[src/rtl/abs_diff_decoder.sv]
// Difference decoder: rebuilds W-bit samples from a reference plus a (sign, magnitude) difference.
// Saturating reconstruction, one-entry registered output, optional DPCM reference chaining.
module abs_diff_decoder #(
  parameter int W     = 8,
  parameter bit CHAIN = 1'b1,
  parameter int CNT_W = 16
) (
  input  logic             clk,
  input  logic             rst,
  input  logic             ref_load,
  input  logic [W-1:0]     ref_in,
  input  logic             in_valid,
  output logic             in_ready,
  input  logic             in_sign,
  input  logic [W-1:0]     in_mag,
  output logic             out_valid,
  input  logic             out_ready,
  output logic [W-1:0]     out_data,
  output logic             out_sat,
  output logic             ref_valid,
  output logic [CNT_W-1:0] sample_cnt
);

  // Handshake: a word transfers on any clock edge where valid & ready are both high.
  // Producers hold data stable while valid & !ready; in_ready never depends on in_valid.
  typedef enum logic [1:0] {
    NOREF = 2'd0,
    EMPTY = 2'd1,
    FULL  = 2'd2
  } state_t;

  state_t         state;
  state_t         state_nxt;
  logic           accept;
  logic [W:0]     sum_ext;
  logic [W:0]     diff_ext;
  logic [W-1:0]   dec_data;
  logic           dec_sat;
  logic [W-1:0]   ref_q;

  always_ff @(posedge clk) begin
    if (rst) state <= NOREF;
    else     state <= state_nxt;
  end

  always_comb begin
    state_nxt = state;
    case (state)
      NOREF:   if (ref_load) state_nxt = EMPTY;
      EMPTY:   if (accept) state_nxt = FULL;
      FULL:    if (!accept && out_ready) state_nxt = EMPTY;
      default: state_nxt = NOREF;
    endcase
  end

  always_comb begin
    ref_valid = (state != NOREF);
    out_valid = (state == FULL);
    in_ready  = ref_valid & (~out_valid | out_ready);
  end

  assign accept = in_valid & in_ready;

  // One extra bit catches overflow on add and borrow on subtract.
  always_comb begin
    sum_ext  = {1'b0, ref_q} + {1'b0, in_mag};
    diff_ext = {1'b0, ref_q} - {1'b0, in_mag};
    dec_data = '0;
    dec_sat  = 1'b0;
    if (in_sign) begin
      if (diff_ext[W]) begin
        dec_data = '0;
        dec_sat  = 1'b1;
      end else begin
        dec_data = diff_ext[W-1:0];
      end
    end else begin
      if (sum_ext[W]) begin
        dec_data = '1;
        dec_sat  = 1'b1;
      end else begin
        dec_data = sum_ext[W-1:0];
      end
    end
  end

  // ref_load wins over the chain update; the decode above always sees the old reference.
  always_ff @(posedge clk) begin
    if (rst) begin
      ref_q      <= '0;
      out_data   <= '0;
      out_sat    <= 1'b0;
      sample_cnt <= '0;
    end else begin
      if (ref_load)              ref_q <= ref_in;
      else if (CHAIN && accept)  ref_q <= dec_data;
      if (accept) begin
        out_data   <= dec_data;
        out_sat    <= dec_sat;
        sample_cnt <= sample_cnt + CNT_W'(1);
      end
    end
  end

endmodule

[config.mk]
export PLATFORM = sky130hd
export DESIGN_NAME = abs_diff_decoder
export DESIGN_NICKNAME = d
export VERILOG_FILES = /design/src/rtl/abs_diff_decoder.sv
export SDC_FILE = /design/constraint.sdc
export NUM_CORES = 1
export LEC_CHECK = 0
export ABC_AREA = 1
export CAP_MARGIN = 0
export CORE_AREA = 3 3 73 75
export DETAILED_ROUTE_END_ITERATION = 10
export DIE_AREA = 0 0 76 78
export PLACE_DENSITY = 0.88
export SETUP_SLACK_MARGIN = 0.02
export SLEW_MARGIN = 40
export SYNTH_ARGS = -nofsm -noshare
export SYNTH_HDL_FRONTEND = slang
export SYNTH_SLANG_ARGS = --single-unit
[constraint.sdc]
create_clock -name clk -period 2.46 [get_ports clk]
set_input_delay 0.492 -clock clk [delete_from_list [all_inputs] [get_ports clk]]
set_output_delay 0.492 -clock clk [all_outputs]
set_load 0.02 [all_outputs]
==> results.toml <==
[outcome]
outcome = "complete, no violations"

[worst_setup_path]
cp_max_fo = 5
rrSetupSlack_ns = 0.44
reg2reg_depth = 11
r2r-end = "ref_q[2]$_SDFFE_PP0P_"
crit_type = "in2reg"
cp-end-kind = "flip-flop"
crit_required_ns = 2.65
reg2reg_from = "ref_q[0]$_SDFFE_PP0P_"
critPathLaunchType = "input port"
worstPathArrival_ns = 2.49

[power_and_ir_drop]
peakVddDrop_mv = 0.4079
finalPower_mw = 1.464
cellLeakagePower_nw = 1.528
p_per_area_nw_per_um2 = 439.8
p_int_mw = 0.9875
p_sw_mw = 0.4761
seq_power_share = 0.416
power_frac_clock = 0.275
combPwrFrac = 0.309
sw_frac_of_total = 0.3253

[timing]
skew_ns = 0.008288
rsz0062_at_grt = "false"
setup_viol = 0
worst_slack_ns = 0.1601
fin_crit_sh = 0.9349
hold_violations = 0
worst_slew_pin_slew_ns = 0.4042
max_slew_margin = 0.7302
max_freq_ghz = 0.4348
drv_slew = 0
period_needed_ns = 2.300

[detailed_routing]
wl_met1_mm = 2.776
antenna_left = 0
route.met2.wl_mm = 3.275
drt_iter0_markers = 134
dr.pass1.iters = 5
wl_per_cell_microns = 12.73
top_layer_used = "met4"
via_count = 2660
viasPerCell = 5.115
wl_mm = 6.618
drc_errors = 0
dr_wl_met3_microns = 408

[cts]
htree_levels = 2
cts_sinks = 35
cts_tree = "done"
clk_path_buf_depth = 2
ctsRootBufferMaster = "clkbuf_8"
clk_latency_ns = 0.29
hold_buffers = 0
cts_buffers = 5
path_clk_slew_ns = 0.07

[floorplanning]
dieArea_sq_um = 5928
fp.dieW_microns = 76
initial_core_util = 0.5189
die_h_microns = 78
rows = 25
core_area_sq_um = 4723
ios = 50

[hold_path]
min_to = "out_data[0]$_SDFFE_PP0P_"
worstHoldStart = "out_data[0]$_SDFFE_PP0P_"
worstHoldPathCells = 2
hold_class = "reg2reg"

[grt]
grtUsageTotal = 0.2318
grt_max_degree = 28
antenna_found_initial = 0
grt_pass1_wl_mm = 11.41
grt_pass1_vias = 2618
grt_overflow = 0

[logic_synthesis]
yosys_register_bits = 35
async_flop_share = 0
syn_area_sq_um = 2451
ys_seq_area_frac = 0.2859
syn_inst = 381
synth_cell_type_count = 34
yosysWarnings = 0
syn-num-nets = 422
ys.flop_type = "dfxtp_1"
synth-edff-count = 0
synth.avg_cell_area_sq_um = 6.433

[place]
dp.cells = 512
hpwl_mm = 5.101
portBuffers = 49
place_ws_ns = -0.2867
place_area_sq_um = 3178
gp_congestion = 0.8856

[layout]
stdcell_area_sq_um = 3328
drive_gt1_frac = 0.1457
n_antenna_cell = 0
final_common_cell = "nand2_1"
fill_cells = 377
utilization = 0.7046
layout_common_cells = "102 x nand2_1, 52 x inv_1, 48 x clkdlybuf4s50_1"
nets = 493
syn2layout_area_growth_pct = 35.78
fin_cells = 520

[run]
max_cap_violations = 0
==> cells by family after synthesis <==
| family | count (synthesis) | synth area share |
|---|---|---|
| and+or+nand+nor | 186 | 0.3313 |
| AOI/OAI and AO/OA | 61 | 0.1368 |
| buffers and inverters | 71 | 0.1108 |
| adders and majority gates | 19 | 0.1031 |
| DFF | 35 | 0.2859 |
| xor gates and xnor gates | 9 | 0.03216 |
==> power groups by stage <==
stage / combinational [mW] / sequential [mW] / clock (mW)
finish: 0.452 / 0.609 / 0.403
global route: 0.502 / 0.612 / 0.439
CTS: 0.428 / 0.609 / 0.414
detailed placement: 0.425 / 0.621 / 0
global placement: 0.415 / 0.620 / 0
floorplan: 0.237 / 0.629 / 0
==> area by class of cell <==
cell class                      count  area [sq um]  share of cell area
Clock buffer                        6         72.57             0.02180
Tap cell                           67         83.83             0.02519
Clock inverter                      2         12.51            0.003759
Sequential cell                    35         700.7              0.2105
Timing Repair Buffer               76         695.7              0.2090
Multi-Input combinational cell    275          1541              0.4632
Inverter                           59         221.5             0.06654
==> sequential cells by signal, summed over array words and instances, names as in the netlist <==
signal,flops
out_sat,1
sample_cnt,16
out_data,8
state,2
ref_q,8
==> how the worst max path moves through the flow <==
stage / from / endpoint / slack, ns / cells after the start
5_1_grt: in_mag[0] / ref_q[7]$_SDFFE_PP0P_ / 0.02 / 13
3_5_place_dp: in_mag[0] / ref_q[2]$_SDFFE_PP0P_ / -0.29 / 11
2_1_floorplan: in_mag[0] / ref_q[4]$_SDFFE_PP0P_ / 0.42 / 10
6_report: in_mag[0] / ref_q[0]$_SDFFE_PP0P_ / 0.16 / 14
4_1_cts: in_mag[0] / ref_q[1]$_SDFFE_PP0P_ / 0.005 / 11
3_3_place_gp: in_mag[0] / ref_q[1]$_SDFFE_PP0P_ / -0.20 / 11
==> metal layers <==
layer / global-route usage / vias up
li1: - / 1353
met1: 0.2773 / 1216
met2: 0.4113 / 75
met4: 0.09783 / 0
met5: 0 / -
met3: 0.03828 / 16
==> repair_timing <==
item	in CTS	in global routing
buffers inserted	0	0
resized for setup	0	20
setup endpoints to repair	2	16
pin swaps	0	2
==> through the flow <==
stage / hold slack, ns / TNS [ns]
6_report: 0.4745 / 0
5_1_grt: 0.4904 / 0
4_1_cts: 0.4751 / 0
3_5_place_dp: 0.4618 / -3.537
3_3_place_gp: 0.4595 / -2.030
2_1_floorplan: 0.4950 / 0
==> cells in the mapped netlist (all sizes together) (4+ instances only) <==
library cell	instances	area [sq um]
a21oi	34	185.2
buf	5	23.77
clkbuf	7	26.28
dfxtp	35	700.7
ha	17	212.7
inv	58	217.7
nand2	110	420.4
nand3	34	175.2
nand4	6	37.54
nor2	27	118.9
nor3	4	25.02
o21ai	21	105.1
xor2	7	61.31
==> critical path: stages <==
cell	delay [ns]
clkdlybuf4s50_1	0.44
ha_2	0.21
fa_1	0.38
inv_1	0.06
nor2_1	0.04
nand2_1	0.11
nand2_2	0.10
nand2_2	0.10
nand3_4	0.11
nand2_2	0.10
nand2_1	0.06
nand2_1	0.09
nor2_1	0.05
o21a_1	0.16
(Power assumes the default switching activity.)
